File: src/rtl/mem_arbiter.sv
// Two-port round-robin arbiter in front of a single-ported synchronous memory.
// Port 0 is a read-only fetch port; port 1 is a read/write data port.
module mem_arbiter #(
    parameter int unsigned ADDR_W = 5,
    parameter int unsigned DATA_W = 8
) (
    input  logic              clk,
    input  logic              rst,
    input  logic              p0_req,
    input  logic [ADDR_W-1:0] p0_addr,
    output logic              p0_ack,
    output logic [DATA_W-1:0] p0_rdata,
    input  logic              p1_req,
    input  logic              p1_we,
    input  logic [ADDR_W-1:0] p1_addr,
    input  logic [DATA_W-1:0] p1_wdata,
    output logic              p1_ack,
    output logic [DATA_W-1:0] p1_rdata,
    output logic              mem_rd,
    output logic              mem_wr,
    output logic [ADDR_W-1:0] mem_add,
    output logic [DATA_W-1:0] mem_din,
    input  logic [DATA_W-1:0] mem_dout,
    output logic              busy
);

    localparam logic [1:0] IDLE  = 2'd0;
    localparam logic [1:0] ISSUE = 2'd1;
    localparam logic [1:0] WAIT  = 2'd2;
    localparam logic [1:0] ACK   = 2'd3;

    logic [1:0]        state_q, state_d;
    logic              gnt_q, gnt_d;
    logic              last_q, last_d;
    logic [ADDR_W-1:0] addr_q, addr_d;
    logic              we_q, we_d;
    logic [DATA_W-1:0] wdata_q, wdata_d;
    logic [DATA_W-1:0] p0_rdata_q, p0_rdata_d;
    logic [DATA_W-1:0] p1_rdata_q, p1_rdata_d;
    logic              p0_ack_q, p0_ack_d;
    logic              p1_ack_q, p1_ack_d;
    logic              mem_rd_q, mem_rd_d;
    logic              mem_wr_q, mem_wr_d;
    logic [ADDR_W-1:0] mem_add_q, mem_add_d;
    logic [DATA_W-1:0] mem_din_q, mem_din_d;
    logic              busy_q, busy_d;

    // Next state plus next values of every registered output, derived from state_d.
    always_comb begin
        state_d    = state_q;
        gnt_d      = gnt_q;
        last_d     = last_q;
        addr_d     = addr_q;
        we_d       = we_q;
        wdata_d    = wdata_q;
        p0_rdata_d = p0_rdata_q;
        p1_rdata_d = p1_rdata_q;
        p0_ack_d   = 1'b0;
        p1_ack_d   = 1'b0;
        mem_rd_d   = 1'b0;
        mem_wr_d   = 1'b0;
        mem_add_d  = '0;
        mem_din_d  = '0;
        busy_d     = 1'b0;

        case (state_q)
            IDLE: begin
                if (p0_req || p1_req) begin
                    // Contest goes to the port not granted last; a lone requester always wins.
                    gnt_d  = (p0_req && p1_req) ? !last_q : p1_req;
                    last_d = gnt_d;
                    if (gnt_d) begin
                        addr_d  = p1_addr;
                        we_d    = p1_we;
                        wdata_d = p1_wdata;
                    end else begin
                        addr_d  = p0_addr;
                        we_d    = 1'b0;
                        wdata_d = '0;
                    end
                    state_d = ISSUE;
                end
            end
            ISSUE: state_d = we_q ? ACK : WAIT;
            WAIT: begin
                if (gnt_q) begin
                    p1_rdata_d = mem_dout;
                end else begin
                    p0_rdata_d = mem_dout;
                end
                state_d = ACK;
            end
            ACK:     state_d = IDLE;
            default: state_d = IDLE;
        endcase

        busy_d = (state_d != IDLE);
        if (state_d == ISSUE) begin
            mem_rd_d  = !we_d;
            mem_wr_d  = we_d;
            mem_add_d = addr_d;
            mem_din_d = wdata_d;
        end
        if (state_d == ACK) begin
            p0_ack_d = !gnt_d;
            p1_ack_d = gnt_d;
        end
    end

    always_ff @(posedge clk or negedge rst) begin
        if (!rst) begin
            state_q    <= IDLE;
            gnt_q      <= 1'b0;
            last_q     <= 1'b1;
            addr_q     <= '0;
            we_q       <= 1'b0;
            wdata_q    <= '0;
            p0_rdata_q <= '0;
            p1_rdata_q <= '0;
            p0_ack_q   <= 1'b0;
            p1_ack_q   <= 1'b0;
            mem_rd_q   <= 1'b0;
            mem_wr_q   <= 1'b0;
            mem_add_q  <= '0;
            mem_din_q  <= '0;
            busy_q     <= 1'b0;
        end else begin
            state_q    <= state_d;
            gnt_q      <= gnt_d;
            last_q     <= last_d;
            addr_q     <= addr_d;
            we_q       <= we_d;
            wdata_q    <= wdata_d;
            p0_rdata_q <= p0_rdata_d;
            p1_rdata_q <= p1_rdata_d;
            p0_ack_q   <= p0_ack_d;
            p1_ack_q   <= p1_ack_d;
            mem_rd_q   <= mem_rd_d;
            mem_wr_q   <= mem_wr_d;
            mem_add_q  <= mem_add_d;
            mem_din_q  <= mem_din_d;
            busy_q     <= busy_d;
        end
    end

    assign p0_ack   = p0_ack_q;
    assign p1_ack   = p1_ack_q;
    assign p0_rdata = p0_rdata_q;
    assign p1_rdata = p1_rdata_q;
    assign mem_rd   = mem_rd_q;
    assign mem_wr   = mem_wr_q;
    assign mem_add  = mem_add_q;
    assign mem_din  = mem_din_q;
    assign busy     = busy_q;

endmodule

File: config.mk
export PLATFORM = sky130hd
export DESIGN_NAME = mem_arbiter
export DESIGN_NICKNAME = d
export VERILOG_FILES = /design/src/rtl/mem_arbiter.sv
export SDC_FILE = /design/constraint.sdc
export NUM_CORES = 1
export LEC_CHECK = 0
export CELL_PAD_IN_SITES_DETAIL_PLACEMENT = 1
export CELL_PAD_IN_SITES_GLOBAL_PLACEMENT = 2
export CORE_UTILIZATION = 43
export CTS_CLUSTER_SIZE = 8
export DETAILED_ROUTE_END_ITERATION = 8
export DONT_BUFFER_PORTS = 1
export PLACE_DENSITY = 0.86
export SLEW_MARGIN = 20
export SYNTH_ARGS = -nofsm -noshare
export SYNTH_HDL_FRONTEND = slang
export SYNTH_SLANG_ARGS = --single-unit
export TNS_END_PERCENT = 30
File: constraint.sdc
create_clock -name clk -period 3.3 [get_ports clk]
set_clock_uncertainty 0.2 [all_clocks]
set_input_delay 0.165 -clock clk [delete_from_list [all_inputs] [get_ports clk]]
set_output_delay 0.165 -clock clk [all_outputs]
set_load 0.01 [all_outputs]
Word level (Yosys, flattened, before mapping)
Cells that the tools add are included.
Widths: inputs -> output; s select.
Operators by class
  bitwise gates (word level): 1
  reduce and logical (&&, ||, !) cells: 10
  muxes and demuxes: 21
  equal/unequal tests: 5
Operators by type and width (count)
  $mux 8: 4
  $mux 5: 4
  $mux 1: 11
  $pmux 2 s4: 1
  $eq 2x2->1 const B: 3
  $reduce_and 2->1: 3
  $eq 2x1->1 const B: 2
  $logic_not 1->1: 3
  $logic_not 2->1: 1
  $mux 2: 1
  $reduce_bool 2->1: 1
  $logic_and 1x1->1: 1
  $logic_or 1x1->1: 1
  $not 1->1: 1
Word-level totals
  register bits after elaboration: 52
  bits of input ports: 31
  output and inout bits: 34
  logic and storage cells: 52

Longest topological paths before layout
  depth after elaboration: 7
  depth in mapped cells: 6
  mapped depth without buffers: 5

Worst setup path after synthesis
No wires, ideal clock.
  path kind: flip-flop to flip-flop
  start point: reg state_q[0]
  end point: reg mem_din_q[6] (netlist: mem_din[6])
  required time: 2976 ps
  arrival: 1436 ps
  cell stages (with the launch flop): 7
  slack: 1540 ps
  clock period less this slack: 1760 ps
  library setup time: 124 ps
  cell sequence: dfrtp_1 inv_1 ha_1 a211oi_1 a211o_1 buf_2 nor2_1
Between the ends
  word-level cells in the longest chain between the ends: 4
RTL lines
  start: declaration: line 32  | logic [1:0] state_q, state_d;
  start signal: assignment: line 128  | state_q <= state_d;
  $eq 2x2->1 (tied with other cells): line 66  | case (state_q)
  $pmux 2 s4: line 66
  $eq 2x1->1: line 98  | if (state_d == ISSUE) begin
  $mux 8 *: line 98
  named net mem_din_d[6]: line 45  | logic [DATA_W-1:0] mem_din_q, mem_din_d;
  end signal: assignment: line 141  | mem_din_q <= mem_din_d;
  end: declaration: line 45
The timed path passes the listed nets; every way through them passes the cells marked *.
A chain may end at the register's enable or synchronous reset.

Worst setup path after layout
  start point: reg state_q[0]
  end point: reg mem_add_q[2] (netlist: mem_add[2])
Between the ends
  word-level cells in the longest chain between the ends: 4
RTL lines
  $eq 2x2->1 (tied with other cells): line 66
  $pmux 2 s4: line 66
  $eq 2x1->1: line 98
  $mux 5 *: line 98
  named net mem_add_d[2]: line 44  | logic [ADDR_W-1:0] mem_add_q, mem_add_d;
  end signal: assignment: line 140  | mem_add_q <= mem_add_d;
  end: declaration: line 44
Marks and branches as above.

==> run summary <==
run status: finished clean
initial antenna violation count: 0
clock sink total: 52
worst min path class: primary input to flop
Static Leak: 1.13 nW
Slew headroom: 0.473
Buf/Inv on CP: 2
Final Hold Viols: 0
Initial Utilization: 0.453
reg2reg end: mem_add[2]
Worst Tran Pin Value: 0.788 ns
Post-CTS Setup Inserts: 0
share of cells above drive strength 1: 0.176
Comb pwr share: 0.339
setup repair after global routing missed its margin: no
most common library cell in the layout ignoring fill and taps: dfrtp_1
biggest area consumer among synthesized cells: dfrtp_1
post-synthesis cell area: 2000 um2
Area growth, synth to finish: 22.9%
Ys Warns: 0
CP cell instances: inv_1 -> ha_1 -> nand2_1 -> nor3_1 -> a2111oi_2 -> dlygate4sd3_1
die outline height: 70.2 um
CP Launch Type: flop
Setup crit end: mem_add[2]
post-cts sizing count: 0
RR Startpoint: state_q[0]
Die W: 70.2 um
largest net degree at the start of global routing: 53
GRT Total Usage: 0.200
Pre-antenna DRT Iters: 4
Seq/Total Area, Yosys: 0.651
IO Pins: 65
Req. time, crit path: 3.29 ns
top sig layer: met4
DR vias: 1318
final period utilization: 0.825
sw frac: 0.376
PortBufs: 0
Pint: 1.41 mW
Post-DP Area: 2040 um2
Final Non-Filler Cells: 234
NetSw: 848 uW
CTS clk-pin slew, worst paths: 0.09 ns
Stages on worst setup path: 6
first-pass GRT wire length: 7500 um
Max VDD drop: 421 uV
Mean Syn Cell Area: 13.5 um2
flop and latch count out of synthesis: 52
Mapped Cells: 148
number of antenna diodes: 0
power per standard cell area: 918 nW/um2
Seq pwr share: 0.505
max cap viols: 0
GRT Residual Overflow: 0
Final ANT Viol Nets: 0
post-synth net total: 183
post-DP HPWL: 2930 um
Max Fanout on Critical Path: 15
Yosys cell types: 25
Vias per Instance: 5.63
row count: 24
highest-delay cell along the critical path: dlygate4sd3_1
Die Area: 4930 um2
clk buf depth: 2
largest stage delay on the critical path: 0.60 ns
final hold slack: 0.0332 ns
DR iter-0 viols: 73
Routed Wire Length: 4560 um
R2R Setup Slk: 0.58 ns
WS Path Type: flop to flop
number of global-route vias before repair: 1517
Worst Reg-to-Reg Cells: 6
Worst path top cell family by delay: buffers and inverters
Crit. Startpoint: state_q[0]
TNS Setup: 0 ns
fill count: 445
CTS tree: done
Slew Viols, Final: 0
clock share of power: 0.156
share of the synthesized area in the top cell type: 0.638
Fmax: 367 MHz
final setup fails: 0
Residual DRC: 0
Critical Path End Type: flop
Placer Congestion: 0.845
Final Cell Area: 2460 um2
placed cells: 195
met1 WL: 1790 um
met2 WL: 2470 um
DR WL/cell: 19.5 um
total core area: 4410 um2
most frequent cells in the layout: dfrtp_1, dlygate4sd3_1, mux2_2, inv_1, nor2_1
Num CTS Buffers: 5
Met3 Wirelength: 229 um
H-tree levels: 2
Tmin final: 2.72 ns
root buf cell: clkbuf_8
worst skew pair latency: 0.30 ns
Arr. time, crit path: 2.71 ns
NumNets Final: 216
main area contributors after synthesis: dfrtp_1, mux2_2, a2111oi_2
stage by stage:
stage / utilization / setup WS, ns / total power [mW]
2_1_floorplan: - / 1.54 / 1.67
3_3_place_gp: 0.463 / 1.31 / 1.77
3_5_place_dp: 0.463 / 1.13 / 1.85
4_1_cts: 0.557 / 0.608 / 2.28
5_1_grt: 0.557 / 0.438 / 2.40
6_report: 0.557 / 0.577 / 2.26
state kept, by name, indices dropped and copies added (netlist names):
name and cells:
busy 1, p1_ack 1, p0_rdata 8, state_q 2, mem_add 5, mem_din 8, p1_rdata 8, we_q 1
mem_wr 1, mem_rd 1, wdata_q 8, last_q 1, gnt_q 1, addr_q 5, p0_ack 1
cells by family after synthesis:
group           share of synthesized area
mux                                0.0901
buf+inv                            0.0394
fa+ha+maj                          0.0250
simple gates                       0.0682
compound gates                      0.126
flops                               0.651
cell usage after synthesis:
| master | n |
|---|---|
| ha_1 | 4 |
| a32oi_1 | 8 |
| mux2_2 | 16 |
| a32o_1 | 1 |
| and3_1 | 1 |
| and2_1 | 1 |
| dfstp_2 | 1 |
| a211o_1 | 1 |
| a21boi_1 | 1 |
| nor2_1 | 14 |
| a22o_1 | 2 |
| nand2_1 | 2 |
| or2_2 | 1 |
| nor3_1 | 6 |
| inv_1 | 15 |
| buf_2 | 3 |
| nor2b_1 | 3 |
| a21oi_1 | 1 |
| clkbuf_1 | 2 |
| dfrtp_1 | 51 |
| a211oi_1 | 6 |
| a2111oi_2 | 5 |
| o21ai_1 | 1 |
| o21a_1 | 1 |
| and3b_1 | 1 |
power groups by stage:
stage / registers (mW) / logic (mW) / clock network [mW]
after floorplan: 1.10 / 0.565 / 0
after global placement: 1.14 / 0.636 / 0
after detailed placement: 1.15 / 0.701 / 0
after CTS: 1.14 / 0.770 / 0.367
after global routing: 1.16 / 0.852 / 0.389
final: 1.14 / 0.765 / 0.352
area by class of cell:
cell class | instances | area (um2) | share of cell area
clock inverters | 3 | 18.8 | 0.00764
flip-flops and latches | 52 | 1300 | 0.530
clock buffers | 5 | 68.8 | 0.0280
inverters | 15 | 56.3 | 0.0229
repair buffers | 31 | 328 | 0.133
well taps | 52 | 65.1 | 0.0265
multi-input cells | 76 | 618 | 0.252
worst min path at each step:
stage	slack, ns	cells after the start	start	endpoint
after global routing	0.06	2	p0_req	last_q
final	0.03	2	p0_req	state_q[0]
after CTS	0.007	2	p0_req	state_q[0]
after global placement	-0.33	0	rst	mem_add[0]
after detailed placement	-0.33	0	rst	mem_add[0]
after floorplan	-0.33	0	rst	addr_q[0]
metal layers:
metal	vias up	global-route usage
met2	45	0.362
met1	677	0.221
met5	-	0
met3	8	0.0678
li1	588	-
met4	0	0.0600
what timing repair did:
action	in CTS	in global routing
endpoints found under the setup margin	0	0
hold endpoints to repair	96	0
hold buffers	31	0
Power figures use the tool's default switching activity.
